[config.mk]
export PLATFORM = sky130hd
export DESIGN_NAME = dft_mac_sequencer
export DESIGN_NICKNAME = d
export VERILOG_FILES = /design/src/rtl/dft_mac_sequencer.sv
export SDC_FILE = /design/constraint.sdc
export NUM_CORES = 1
export LEC_CHECK = 0
export ABC_AREA = 1
export CELL_PAD_IN_SITES_DETAIL_PLACEMENT = 1
export CELL_PAD_IN_SITES_GLOBAL_PLACEMENT = 2
export CORE_MARGIN = 2
export CORE_UTILIZATION = 34
export DETAILED_ROUTE_END_ITERATION = 7
export GPL_TIMING_DRIVEN = 0
export PLACE_DENSITY_LB_ADDON = 0.1
export SLEW_MARGIN = 30
export SYNTH_ARGS = -nofsm -noshare
export SYNTH_HDL_FRONTEND = slang
export SYNTH_SLANG_ARGS = --single-unit
[constraint.sdc]
create_clock -name clk -period 6.4 [get_ports clk]
set_input_delay 1.28 -clock clk [delete_from_list [all_inputs] [get_ports clk]]
set_output_delay 1.28 -clock clk [all_outputs]
set_load 0.005 [all_outputs]
[src/rtl/dft_mac_sequencer.sv]
// Control sequencer for the MAC-mode DFT datapath: sample load handshake, RAM->cache copy,
// n/k MAC loops with an incremental twiddle index, accumulator gating and result write-back.
module dft_mac_sequencer #(
  parameter int ADDR_W   = 12,
  parameter int MAX_N    = 4096,
  parameter int PIPE_LAT = 2
) (
  input  logic              clk,
  input  logic              nrst,
  input  logic              start,
  input  logic [ADDR_W-1:0] samp_num,
  input  logic              data_loaded,
  output logic              load_nCompute,
  output logic [ADDR_W-1:0] ram_rd_adr,
  output logic              cache_wr,
  output logic [ADDR_W-1:0] cache_wr_adr,
  output logic [ADDR_W-1:0] cache_rd_adr,
  output logic [ADDR_W-1:0] tw_idx,
  output logic              acc_ce,
  output logic              acc_clr,
  output logic              res_wr,
  output logic [ADDR_W-1:0] res_adr,
  output logic              busy,
  output logic              calc_end,
  output logic              cfg_err
);

  localparam logic [2:0] S_IDLE    = 3'd0;
  localparam logic [2:0] S_LOAD    = 3'd1;
  localparam logic [2:0] S_COPY    = 3'd2;
  localparam logic [2:0] S_COMPUTE = 3'd3;
  localparam logic [2:0] S_DRAIN   = 3'd4;
  localparam logic [2:0] S_WRITE   = 3'd5;
  localparam logic [2:0] S_DONE    = 3'd6;

  localparam logic [ADDR_W:0]   MAX_N_W    = (ADDR_W+1)'(MAX_N);
  localparam logic [ADDR_W:0]   MIN_N_W    = (ADDR_W+1)'(2);
  localparam logic [ADDR_W:0]   DRAIN_LAST = (ADDR_W+1)'(PIPE_LAT);
  localparam logic [ADDR_W:0]   CNT_ONE    = (ADDR_W+1)'(1);
  localparam logic [ADDR_W-1:0] IDX_ONE    = ADDR_W'(1);

  logic [2:0]        state_q;
  logic [ADDR_W-1:0] len_q;
  logic [ADDR_W-1:0] n_q;
  logic [ADDR_W-1:0] k_q;
  logic [ADDR_W-1:0] tw_q;
  logic [ADDR_W:0]   cnt_q;
  logic              cache_wr_q;
  logic [ADDR_W-1:0] cache_wr_adr_q;
  logic              cfg_err_q;
  logic [PIPE_LAT:0] vld_q;
  logic [PIPE_LAT:0] first_q;

  logic              samp_ok;
  logic              issue;
  logic              last_n;
  logic              last_k;
  logic              copy_rd;
  logic [ADDR_W:0]   tw_sum;
  logic [ADDR_W:0]   tw_wrap;
  logic [ADDR_W-1:0] tw_next;

  assign samp_ok = ({1'b0, samp_num} >= MIN_N_W) && ({1'b0, samp_num} <= MAX_N_W);
  assign issue   = (state_q == S_COMPUTE);
  assign last_n  = (n_q == len_q - IDX_ONE);
  assign last_k  = (k_q == len_q - IDX_ONE);
  assign copy_rd = (state_q == S_COPY) && (cnt_q < {1'b0, len_q});

  // (n*k) mod N tracked by repeated addition; tw and k are both < N so one subtract suffices
  always_comb begin
    tw_sum  = {1'b0, tw_q} + {1'b0, k_q};
    tw_wrap = tw_sum;
    if (tw_sum >= {1'b0, len_q}) tw_wrap = tw_sum - {1'b0, len_q};
    tw_next = tw_wrap[ADDR_W-1:0];
  end

  always_ff @(posedge clk or negedge nrst) begin
    if (!nrst) begin
      state_q        <= S_IDLE;
      len_q          <= '0;
      n_q            <= '0;
      k_q            <= '0;
      tw_q           <= '0;
      cnt_q          <= '0;
      cache_wr_q     <= 1'b0;
      cache_wr_adr_q <= '0;
      cfg_err_q      <= 1'b0;
      vld_q          <= '0;
      first_q        <= '0;
    end else begin
      cfg_err_q      <= 1'b0;
      cache_wr_q     <= 1'b0;
      cache_wr_adr_q <= '0;

      // issue tracker: each COMPUTE cycle reaches the accumulator PIPE_LAT+1 cycles later
      for (int i = PIPE_LAT; i > 0; i--) begin
        vld_q[i]   <= vld_q[i-1];
        first_q[i] <= first_q[i-1];
      end
      vld_q[0]   <= issue;
      first_q[0] <= issue && (n_q == '0);

      case (state_q)
        S_IDLE: begin
          if (start) begin
            if (samp_ok) begin
              len_q   <= samp_num;
              state_q <= S_LOAD;
            end else begin
              cfg_err_q <= 1'b1;
            end
          end
        end
        S_LOAD: begin
          if (data_loaded) begin
            cnt_q   <= '0;
            state_q <= S_COPY;
          end
        end
        S_COPY: begin
          // RAM read latency of one cycle: the write trails the read address
          if (copy_rd) begin
            cache_wr_q     <= 1'b1;
            cache_wr_adr_q <= cnt_q[ADDR_W-1:0];
            cnt_q          <= cnt_q + CNT_ONE;
          end else begin
            n_q     <= '0;
            k_q     <= '0;
            tw_q    <= '0;
            cnt_q   <= '0;
            state_q <= S_COMPUTE;
          end
        end
        S_COMPUTE: begin
          if (last_n) begin
            cnt_q   <= '0;
            state_q <= S_DRAIN;
          end else begin
            n_q  <= n_q + IDX_ONE;
            tw_q <= tw_next;
          end
        end
        S_DRAIN: begin
          if (cnt_q == DRAIN_LAST) state_q <= S_WRITE;
          else                     cnt_q   <= cnt_q + CNT_ONE;
        end
        S_WRITE: begin
          if (last_k) begin
            state_q <= S_DONE;
          end else begin
            k_q     <= k_q + IDX_ONE;
            n_q     <= '0;
            tw_q    <= '0;
            state_q <= S_COMPUTE;
          end
        end
        S_DONE:  state_q <= S_IDLE;
        default: state_q <= S_IDLE;
      endcase
    end
  end

  assign busy          = (state_q != S_IDLE);
  assign load_nCompute = (state_q == S_IDLE) || (state_q == S_LOAD) || (state_q == S_COPY);
  assign ram_rd_adr    = copy_rd ? cnt_q[ADDR_W-1:0] : '0;
  assign cache_wr      = cache_wr_q;
  assign cache_wr_adr  = cache_wr_adr_q;
  assign cache_rd_adr  = issue ? n_q : '0;
  assign tw_idx        = issue ? tw_q : '0;
  assign acc_ce        = vld_q[PIPE_LAT];
  assign acc_clr       = vld_q[PIPE_LAT] & first_q[PIPE_LAT];
  assign res_wr        = (state_q == S_WRITE);
  assign res_adr       = res_wr ? k_q : '0;
  assign calc_end      = (state_q == S_DONE);
  assign cfg_err       = cfg_err_q;

endmodule

# After elaboration in Yosys (flattened, before gate mapping)

Cells that the tools add are included.

$add $sub $neg: 6
$lt $le $gt $ge: 4
Equality and inequality tests: 18
Mux-type cells: 32
Bitwise gates (word level): 1
Reductions and logical operators: 16

Operator list:

| cell                  | number |
|---|---|
| $mux 12               | 11 |
| $pmux 12 s3           | 2 |
| $mux 13               | 4 |
| $pmux 13 s4           | 1 |
| $add 12x1->12 const B | 2 |
| $eq 12x12->1          | 2 |
| $pmux 12 s2           | 1 |
| $mux 3                | 7 |
| $pmux 3 s6            | 1 |
| $ne 2x2->1 const B    | 8 |
| $add 12x12->13        | 1 |
| $add 13x1->13 const B | 1 |
| $eq 13x2->1 const B   | 1 |
| $ge 13x12->1          | 1 |
| $le 12x13->1 const B  | 1 |
| $lt 13x12->1          | 1 |
| $ge 12x2->1 const B   | 1 |
| $logic_not 12->1      | 1 |
| $sub 12x1->12 const B | 1 |
| $sub 12x12->12        | 1 |
| $eq 3x3->1 const B    | 3 |
| $reduce_and 4->1      | 2 |
| $eq 3x2->1 const B    | 2 |
| $reduce_and 3->1      | 2 |
| other kinds (11)      | 19 |

Flip-flop bits (word level): 84
Input port bits: 16
Word-level logic and storage cells: 88

# Longest topological paths before layout

Gate-level depths: netlist (run 1).

Depth after elaboration: 5
Depth in mapped cells: 22

# Worst setup path after synthesis (run 1)

Ideal clock, no wire load.

Path kind: reg2reg
Start: reg k_q[0]
End: reg tw_q[4]
Library setup time: 0.117 ns
Data arrival time: 3.092 ns
Required time: 6.283 ns
Path slack: 3.192 ns
Cell stages (with the launch flop): 21
Path buffers: 1
Clock period less this slack: 3.208 ns
Cells stage by stage: dfrtp_1 -> ha_1 -> fa_1 -> nand3_1 -> nand2_1 -> a21oi_1 -> or2_2 -> and2_1 -> inv_1 -> ha_1 -> inv_1 -> o21bai_1 -> nor2_1 -> nand3_1 -> nand3_1 -> nand3_2 -> inv_1 -> buf_2 -> o21ai_0 -> nand3_1 -> nand2_1

Word-level cells in the longest chain between the ends: 5

Ends and longest elaborated chain:

| element                                               | RTL line | text |
|---|---|---|
| start, declared                                       | 45       | `logic [ADDR_W-1:0] k_q;` |
| start signal, assigned                                | 151      | `k_q <= k_q + IDX_ONE;` |
| $add 12x12->13                                        | 71       | `tw_sum = {1'b0, tw_q} + {1'b0, k_q};` |
| $sub 12x12->12 / $ge 13x12->1 (equally long branches) | 73       | `if (tw_sum >= {1'b0, len_q}) tw_wrap = tw_sum - {1'b0, len_q};` |
| $mux 12                                               | 73       |  |
| $mux 12                                               | 135      | `if (last_n) begin` |
| $pmux 12 s3                                           | 103      | `case (state_q)` |
| end signal, assigned                                  | 140      | `tw_q <= tw_next;` |
| end, declared                                         | 46       | `logic [ADDR_W-1:0] tw_q;` |

Parallel ways exist; a longest one is shown, timed or not. The select of a mux whose other input is x is not followed.
A chain may end at the register's enable or synchronous reset.

# Worst setup path after layout (run 1)

Start: reg len_q[4]
End: out ram_rd_adr[8]

Word-level cells in the longest chain between the ends: 3

Ends and longest elaborated chain:

| element                | RTL line | text |
|---|---|---|
| start, declared        | 43       | `logic [ADDR_W-1:0] len_q;` |
| start signal, assigned | 107      | `len_q <= samp_num;` |
| $lt 13x12->1           | 67       | `assign copy_rd = (state_q == S_COPY) && (cnt_q < {1'b0, len_q});` |
| $logic_and 1x1->1      | 67       |  |
| $mux 12                | 165      | `assign ram_rd_adr = copy_rd ? cnt_q[ADDR_W-1:0] : '0;` |
| end, declared          | 14       | `output logic [ADDR_W-1:0] ram_rd_adr,` |

Every way passes these cells.

==> results.yml, run 1 <==
run_status:
  status: "finished, final reports clean"
sta:
  max_slew_margin: 0.530
  rsz0062_at_grt: "no"
  min_period_ns: 4.67
  skew_ns: 0.0111
  holdWs_ns: 0.349
  tightest_slew_ns: 0.705
  finalHoldViolations: 0
  max_clock_freq_mhz: 214
  fin_tns_setup_ns: 0
  maxSlewViolCount: 0
  finalSetupViolations: 0
  post-route-period-util: 0.729
routing:
  via_count: 7046
  antenna_left: 0
  firstDrtPassIters: 4
  drt_wl_total_um: 25600
  drtIter0Drc: 286
  drc: 0
  wl_per_cell_um: 18.6
  avgViaCountPerCell: 5.12
synth:
  syn_area_um2: 6830
  syn_inst: 1012
  ys_seq_area_frac: 0.308
  avgSynthCellArea_um2: 6.75
  yosysMostFrequentCell: "nand2_1"
  yosys_register_bits: 84
  synth_area_leaders: "dfrtp_1 (31%), nand2_1 (15%), nor2_1 (7.9%)"
  synth_top_area_cell: "dfrtp_1"
  ys_dominant_reg_cell: "dfrtp_1"
  synth-edff-count: 0
  synth.net_count: 1071
  async_reset_ff_frac: 1.00
  synth_commonest_cells: "nand2_1 (270), nor2_1 (144), inv_1 (107), nand3_1 (93), dfrtp_1 (84)"
  synth_top_area_share: 0.308
  ys.warnings.count: 0
  yosysUniqueCellTypes: 41
floorplan:
  core_um2: 19600
  fp-row-count: 51
  die_height_um: 146
  start_util: 0.348
  io_pins: 84
  die_area_um2: 21200
  die_w_um: 146
power_and_ir_drop:
  ir_worst_vdd_mv: 0.115
  p_sw_frac: 0.230
  power_density_nw_per_um2: 138
  power.share.clock: 0.515
  combPwrFrac: 0.023
  seqPwrFrac: 0.462
  p_leak_nw: 3.97
  internal-power_mw: 0.884
  p_sw_mw: 0.264
clock_tree:
  htreeDepth: 3
  cts_setup_buffers: 0
  ctsHoldBuffers: 0
  cts_resized: 0
  clk_latency_ns: 0.35
  clk_pin_slew_ns: 0.07
  cts.sinks: 84
  cts_tree: "done"
  numCtsBuffers: 9
  clockBufferDepth: 2
  cts-root-buf: "clkbuf_16"
worst_setup_path:
  cp_slowest_cell: "dfrtp_1"
  end_kind: "output pin"
  cp_data_required_time_ns: 5.12
  cpPeakStageDelay_ns: 0.47
  path_cells: "inv_1 -> ha_1 -> nand4_1 -> o221ai_1 -> nand3_1 -> nand2_1 -> buf_2 -> buf_1 -> nor2_1 -> clkdlybuf4s50_1"
  worst_setup_path_start_kind: "register"
  crit_arrival_ns: 3.39
  critical_path_class: "register to output pin"
  rrSetupSlack_ns: 2.34
  critPathMaxFanout: 10
global_routing:
  overflow: 0
  grt_antenna_before_repair: 0
  grt_pass1_wl_um: 41300
  grt_max_degree: 47
  globalRouteTotalUtil: 0.247
  grt_pass1_vias: 7342
finish:
  drive_gt1_frac: 0.0702
  final_util: 0.425
  num-fill-cells: 2541
  nNetsFinal: 1166
  seq_area_um2: 2100
  multi_input_area_um2: 4130
  num_antenna_cells: 0
  syn2layout_area_growth_pct: 22.0
placed_design:
  hpwl_um: 20300
  routabilityCongestion: 0.855
  io_buffers: 83
min_path:
  hold_path_class: "register to register"
job:
  max-cap-violations: 0
area by class of cell:
class	count	share of cell area
Buffer	26	0.0167
Clock buffer	10	0.0275
Clock inverter	5	0.0102
Inverter	121	0.0545
Multi-Input combinational cell	781	0.496
Sequential cell	84	0.252
Tap cell	265	0.0398
Timing Repair Buffer	84	0.103
power by group through the flow:
stage	Clock [mW]	Sequential [mW]	Combinational, mW
floorplan	0	0.541	0.000570
CTS	0.599	0.530	0.0268
global route	0.620	0.530	0.0283
finish	0.592	0.530	0.0260
global placement	0	0.541	0.0244
detailed placement	0	0.541	0.0268
cell usage in the layout, fill, tap and decap left out, drive strengths merged:
cell type      synthesis  layout
nor3                  26      26
a31oi                  3       3
xnor2                  5       5
a21boi                 1       1
clkinv                 4       4
nor4                   6       6
buf                   16      18
o21ai                 20      20
dfrtp                 84      84
fa                     2       2
nor2                 152     152
a21o                   4       4
clkinvlp               0       1
or2                    3       3
and2                   1       1
nand3                 99      99
nand4                 41      41
a211oi                 1       1
o21bai                 8       8
ha                    41      41
o211ai                 2       2
nor3b                  3       3
bufinv                 0       2
clkdlybuf4s50          0      82
clkbuf                10      20
xor2                  35      35
nand2                290     290
a21oi                 37      37
inv                  117     119
o221ai                 1       1
layer usage:
metal	up-vias	wire length, µm	track usage
met4	0	663	0.0784
met5	-	0	0
met3	34	909	0.0295
li1	3459	-	-
met1	3400	12400	0.342
met2	153	11700	0.402
flip-flops by register name, indices dropped and copies added (netlist names):
name          count
cfg_err           1
k_q              12
cache_wr          1
cnt_q            13
first_q           3
state_q           3
len_q            12
cache_wr_adr     12
n_q              12
tw_q             12
vld_q             3
logic make-up after synthesis:
logic type | after synthesis | share of synthesized area
AO/OA/AOI/OAI | 77 | 0.0640
adder cells (fa/ha/maj) | 43 | 0.0810
XOR/XNOR | 40 | 0.0513
buffers and inverters | 147 | 0.0869
flip-flops | 84 | 0.308
AND/OR/NAND/NOR | 621 | 0.409
path summary, 6_finish.rpt:
| kind | from | to | cells after the start |
|---|---|---|---|
| worst max-delay path | len_q[4] | ram_rd_adr[8] | 10 |
| worst min-delay path | vld_q[1] | vld_q[2] | 0 |
| worst max register to register | k_q[0] | tw_q[7] | 20 |
| worst min register to register | vld_q[1] | vld_q[2] | 0 |
| max in group asynchronous | nrst | cache_wr_adr[0] | 2 |
| min in group asynchronous | nrst | n_q[6] | 1 |
through the flow:
stage | instance area [µm²] | total power [mW] | cells | setup WS (ns)
global placement | 7990 | 0.565 | 1360 | 0.570
detailed placement | 8020 | 0.568 | 1361 | 2.06
floorplan | 6830 | 0.542 | 1012 | 3.19
finish | 8330 | 1.15 | 1376 | 1.73
CTS | 8330 | 1.16 | 1376 | 1.68
global route | 8330 | 1.18 | 1376 | 1.45
critical path, delay by kind of cell (launching register included):
kind / cells / cell delay, ns
compound gates: 1 / 0.23
fa+ha+maj: 1 / 0.36
buf+inv: 4 / 1.42
flops: 1 / 0.47
simple gates: 4 / 0.54
Power figures use the tool's default switching activity.
==> run 2: changes to the inputs <==
--- a/config.mk
+++ b/config.mk
@@ -9,7 +9,7 @@
 export CELL_PAD_IN_SITES_DETAIL_PLACEMENT = 1
 export CELL_PAD_IN_SITES_GLOBAL_PLACEMENT = 2
 export CORE_MARGIN = 2
-export CORE_UTILIZATION = 34
+export CORE_UTILIZATION = 32
 export DETAILED_ROUTE_END_ITERATION = 7
 export GPL_TIMING_DRIVEN = 0
 export PLACE_DENSITY_LB_ADDON = 0.1
==> constraint.sdc (replaced) <==
create_clock -name clk -period 4.53 [get_ports clk]
set_input_delay 0.906 -clock clk [delete_from_list [all_inputs] [get_ports clk]]
set_output_delay 0.906 -clock clk [all_outputs]
set_load 0.005 [all_outputs]
==> run 2 against run 1 <==
Hold slack hardly changed; largest cell class unchanged; design area is 0.21% higher; largest power group unchanged; critical endpoint is now ram_rd_adr[5]; sequential share of layout area is 0.053 points lower.
==> results.yml, run 2 (same netlist as run 1, synthesis figures left out) <==
run_status:
  status: "finished, final reports clean"
clock_tree:
  clk_latency_ns: 0.35
  cts_tree: "done"
  numCtsBuffers: 9
  cts-root-buf: "clkbuf_16"
  htreeDepth: 3
  ctsHoldBuffers: 0
  clk_pin_slew_ns: 0.07
  clockBufferDepth: 2
  cts.sinks: 84
floorplan:
  die_area_um2: 22500
  die_w_um: 150
  core_um2: 21000
  die_height_um: 150
  start_util: 0.326
  io_pins: 84
  fp-row-count: 53
worst_setup_path:
  cp_slowest_cell: "dfrtp_1"
  cp_data_required_time_ns: 3.62
  critPathMaxFanout: 10
  critical_path.top_delay_family: "buffers and inverters"
  path_buf_inv: 4
  crit_arrival_ns: 3.40
  worst_setup_path_start_kind: "register"
  end_kind: "output pin"
  critical_path_class: "register to output pin"
  path_cells: "inv_1 -> ha_1 -> nand4_1 -> o221ai_1 -> nand3_1 -> nand2_1 -> buf_2 -> buf_1 -> nor2_1 -> clkdlybuf4s50_1"
  cpPeakStageDelay_ns: 0.46
power_and_ir_drop:
  ir_worst_vdd_mv: 0.157
  p_leak_nw: 3.97
  power_density_nw_per_um2: 194
sta:
  finalSetupViolations: 0
  rsz0062_at_grt: "no"
  maxSlewViolCount: 0
  max_slew_margin: 0.556
  post-route-period-util: 0.951
  tightest_slew_ns: 0.666
  skew_ns: 0.0133
  finalHoldViolations: 0
  min_period_ns: 4.31
  setup_ws_ns: 0.220
  max_clock_freq_mhz: 232
finish:
  drive_gt1_frac: 0.0710
  num_antenna_cells: 0
  syn2layout_area_growth_pct: 22.3
  final_cell_mix: "nand2_1 (270), nor2_1 (144), inv_1 (107)"
  num-fill-cells: 2696
  nNetsFinal: 1166
  layout_commonest_cell: "nand2_1"
  largest_register_ffs: 13
  largest-register: "cnt_q"
  instances_no_fill: 1387
global_routing:
  grt_antenna_before_repair: 0
  globalRouteTotalUtil: 0.236
  grt_pass1_vias: 7020
  grt_max_degree: 57
  overflow: 0
  grt_pass1_wl_um: 40200
placed_design:
  hpwl_um: 20600
  routabilityCongestion: 0.850
  dp.cells: 1371
  pre_cts_ws_ns: 0.406
  io_buffers: 83
routing:
  antenna_left: 0
  firstDrtPassIters: 5
  avgViaCountPerCell: 4.97
  drtIter0Drc: 267
  drt_wl_total_um: 25400
  via_count: 6893
  drc: 0
  wl_per_cell_um: 18.3
min_path:
  hold_path_class: "register to register"
job:
  max-cap-violations: 0
[run 2: repair_timing]
action | CTS | global route
resized for setup | 0 | 2
endpoints found under the setup margin | 0 | 3
setup buffers | 0 | 0
[run 2: power breakdown]
group / total (mW) / internal (mW) / switching (mW)
Sequential: 0.749 / 0.749 / 0
Combinational: 0.0364 / 0.0145 / 0.0219
Clock: 0.832 / 0.488 / 0.344
Total: 1.62 / 1.25 / 0.366
[run 2: cell type report]
| class | instances | area [µm²] | area share |
|---|---|---|---|
| Buffer | 26 | 140 | 0.0168 |
| Timing Repair Buffer | 84 | 860 | 0.103 |
| Tap cell | 275 | 344 | 0.0412 |
| Inverter | 121 | 454 | 0.0544 |
| Sequential cell | 84 | 2100 | 0.252 |
| Clock inverter | 5 | 85.1 | 0.0102 |
| Multi-Input combinational cell | 781 | 4130 | 0.495 |
| Clock buffer | 11 | 233 | 0.0279 |
[run 2: worst reg2reg max path: stages (launching register included)]
cell      delay [ns]
dfrtp_1         0.50
ha_1            0.30
fa_1            0.45
nand3_1         0.10
nand2_1         0.10
a21oi_1         0.18
or2_2           0.13
and2_1          0.14
inv_1           0.05
ha_1            0.31
inv_1           0.08
o21bai_1        0.21
nor2_1          0.08
nand3_1         0.15
nand3_1         0.10
nand3_2         0.20
inv_1           0.17
buf_2           0.22
o21ai_0         0.25
nand3_1         0.12
nand2_1         0.10
[run 2: path summary, 6_finish.rpt]
path	startpoint	to	slack [ns]	depth (start not counted)
setup / recovery	len_q[4]	ram_rd_adr[5]	0.22	10
hold / removal	first_q[0]	first_q[1]	0.35	0
setup reg to reg	k_q[0]	tw_q[4]	0.52	20
hold reg to reg	first_q[0]	first_q[1]	0.35	0
min in group asynchronous	nrst	cache_wr_adr[9]	0.43	1
max in group asynchronous	nrst	tw_q[4]	3.49	2
[run 2: through the flow]
| stage | hold WS (ns) | power [mW] | util | TNS [ns] | instance area [µm²] |
|---|---|---|---|---|---|
| 4_1_cts | 0.352 | 1.64 | 0.398 | 0 | 8350 |
| 5_1_grt | 0.364 | 1.67 | 0.398 | 0 | 8350 |
| 2_1_floorplan | 0.331 | 0.765 | - | 0 | 6830 |
| 3_3_place_gp | 0.332 | 0.799 | 0.382 | -70.13 | 8000 |
| 6_report | 0.348 | 1.62 | 0.398 | 0 | 8350 |
| 3_5_place_dp | 0.337 | 0.802 | 0.383 | 0 | 8030 |
[run 2: metal layers]
metal / wire [µm] / GRT usage / share of wire / up-vias
met5: 0 / 0 / 0 / -
met4: 654 / 0.0736 / 0.026 / 0
met3: 905 / 0.0326 / 0.036 / 37
met2: 11500 / 0.382 / 0.45 / 130
met1: 12300 / 0.326 / 0.48 / 3258
li1: - / - / - / 3468
==> run 3: changes to the inputs <==
--- a/config.mk
+++ b/config.mk
@@ -10,6 +10,7 @@
 export CELL_PAD_IN_SITES_GLOBAL_PLACEMENT = 2
 export CORE_MARGIN = 2
 export CORE_UTILIZATION = 32
+export CTS_CLUSTER_SIZE = 28
 export DETAILED_ROUTE_END_ITERATION = 7
 export GPL_TIMING_DRIVEN = 0
 export PLACE_DENSITY_LB_ADDON = 0.1
==> constraint.sdc (replaced) <==
create_clock -name clk -period 4.53 [get_ports clk]
set_input_delay 1.1325 -clock clk [delete_from_list [all_inputs] [get_ports clk]]
set_output_delay 1.1325 -clock clk [all_outputs]
set_load 0.005 [all_outputs]
==> run 3 against run 2 <==
Die area is the same; combinational power is essentially flat; via count shrank 0.35%; largest power group unchanged; register-to-register slack is essentially flat.
==> results.yml, run 3 (same netlist as run 1, synthesis figures left out) <==
floorplan:
  die_height_um: 150
  die_area_um2: 22500
  fp-row-count: 53
  start_util: 0.326
  io_pins: 84
  core_um2: 21000
  die_w_um: 150
min_path:
  hp-start: "first_q[0]"
  hold_path_class: "register to register"
  holdPathStages: 0
  min_to: "first_q[1]"
worst_setup_path:
  r2r_cells: 20
  reg2reg_from: "k_q[0]"
  worst_setup_path_start_kind: "register"
  end_kind: "output pin"
  cp_data_required_time_ns: 3.40
  critPathMaxFanout: 10
  critical_path_class: "register to output pin"
  rrSetupSlack_ns: 0.52
  r2r_end: "tw_q[4]"
  crit_arrival_ns: 3.21
finish:
  num_antenna_cells: 0
  layout_commonest_cell: "nand2_1"
  largest_register_ffs: 13
  syn2layout_area_growth_pct: 22.4
  drive_gt1_frac: 0.0728
  nNetsFinal: 1166
  final_util: 0.399
  instances_no_fill: 1387
  largest-register: "cnt_q"
  final_cell_mix: "nand2_1 (270), nor2_1 (144), inv_1 (106)"
  final_area_um2: 8350
sta:
  setup_ws_ns: 0.190
  max_clock_freq_mhz: 230
  min_period_ns: 4.34
  post-route-period-util: 0.958
  tightest_slew_ns: 0.667
  fin_tns_setup_ns: 0
  skew_ns: 0.0133
  finalSetupViolations: 0
  holdWs_ns: 0.348
  finalHoldViolations: 0
  rsz0062_at_grt: "no"
  max_slew_margin: 0.556
  maxSlewViolCount: 0
placed_design:
  io_buffers: 83
  pre_cts_ws_ns: 0.313
  routabilityCongestion: 0.850
  hpwl_um: 20600
  place_area_um2: 8030
  dp.cells: 1371
routing:
  drtIter0Drc: 268
  avgViaCountPerCell: 4.95
  firstDrtPassIters: 5
  drt_wl_total_um: 25400
  wl_per_cell_um: 18.3
  antenna_left: 0
  drc: 0
  via_count: 6869
global_routing:
  grt_max_degree: 57
  grt_pass1_vias: 7020
  globalRouteTotalUtil: 0.236
  overflow: 0
  grt_pass1_wl_um: 40200
  grt_antenna_before_repair: 0
clock_tree:
  cts_tree: "done"
  cts.sinks: 84
  ctsHoldBuffers: 0
  clockBufferDepth: 2
  cts_resized: 2
  clk_latency_ns: 0.35
  cts-root-buf: "clkbuf_16"
  numCtsBuffers: 9
  htreeDepth: 3
  cts_setup_buffers: 0
  clk_pin_slew_ns: 0.07
job:
  max-cap-violations: 0
power_and_ir_drop:
  p_sw_frac: 0.226
  combPwrFrac: 0.022
  p_leak_nw: 3.97
  p_sw_mw: 0.366
  ir_worst_vdd_mv: 0.157
  power.share.clock: 0.514
  power_density_nw_per_um2: 194
  seqPwrFrac: 0.463
  internal-power_mw: 1.25
  finalPower_mw: 1.62
run_status:
  status: "finished, final reports clean"
[run 3: cell count changes in the layout (fill, tap and decap cells not counted)]
cell,delta
inv_1,-1
buf_1,-1
clkbuf_2,-1
inv_2,+1
buf_2,+1
clkbuf_4,+1
[run 3: cell type report]
class	count	area, µm²
well taps	275	344
clock inverters	5	85.1
fillers	2695	12600
repair buffers	84	860
inverters	121	454
clock buffers	11	233
flip-flops and latches	84	2100
plain buffers	26	144
multi-input cells	781	4130
[run 3: per-layer routing]
layer	track usage	wire (µm)	vias to the layer above
li1	-	-	3467
met1	0.326	12300	3239
met2	0.382	11500	126
met3	0.0326	893	37
met4	0.0736	649	0
met5	0	0	-
[run 3: critical path: stages (launching register included)]
cell and delay (ns):
dfrtp_1 0.46, inv_1 0.19, ha_1 0.37, nand4_1 0.10
o221ai_1 0.25, nand3_1 0.11, nand2_1 0.29, clkbuf_4 0.33
buf_2 0.25, nor2_1 0.06, clkdlybuf4s50_1 0.45
[run 3: worst max path at each step]
stage | startpoint | endpoint | slack [ns] | depth (start not counted)
floorplan | k_q[0] | tw_q[4] | 1.32 | 20
global placement | nrst | k_q[11] | -1.08 | 1
detailed placement | len_q[1] | ram_rd_adr[0] | 0.31 | 10
CTS | len_q[4] | ram_rd_adr[11] | 0.07 | 10
global route | len_q[4] | ram_rd_adr[5] | 0.004 | 10
finish | len_q[4] | ram_rd_adr[5] | 0.19 | 10
[run 3: power groups by stage]
stage	clock [mW]	combinational, mW	sequential (mW)
floorplan	0	0.000805	0.764
global placement	0	0.0342	0.764
detailed placement	0	0.0380	0.764
CTS	0.852	0.0380	0.749
global route	0.882	0.0400	0.749
finish	0.831	0.0363	0.749
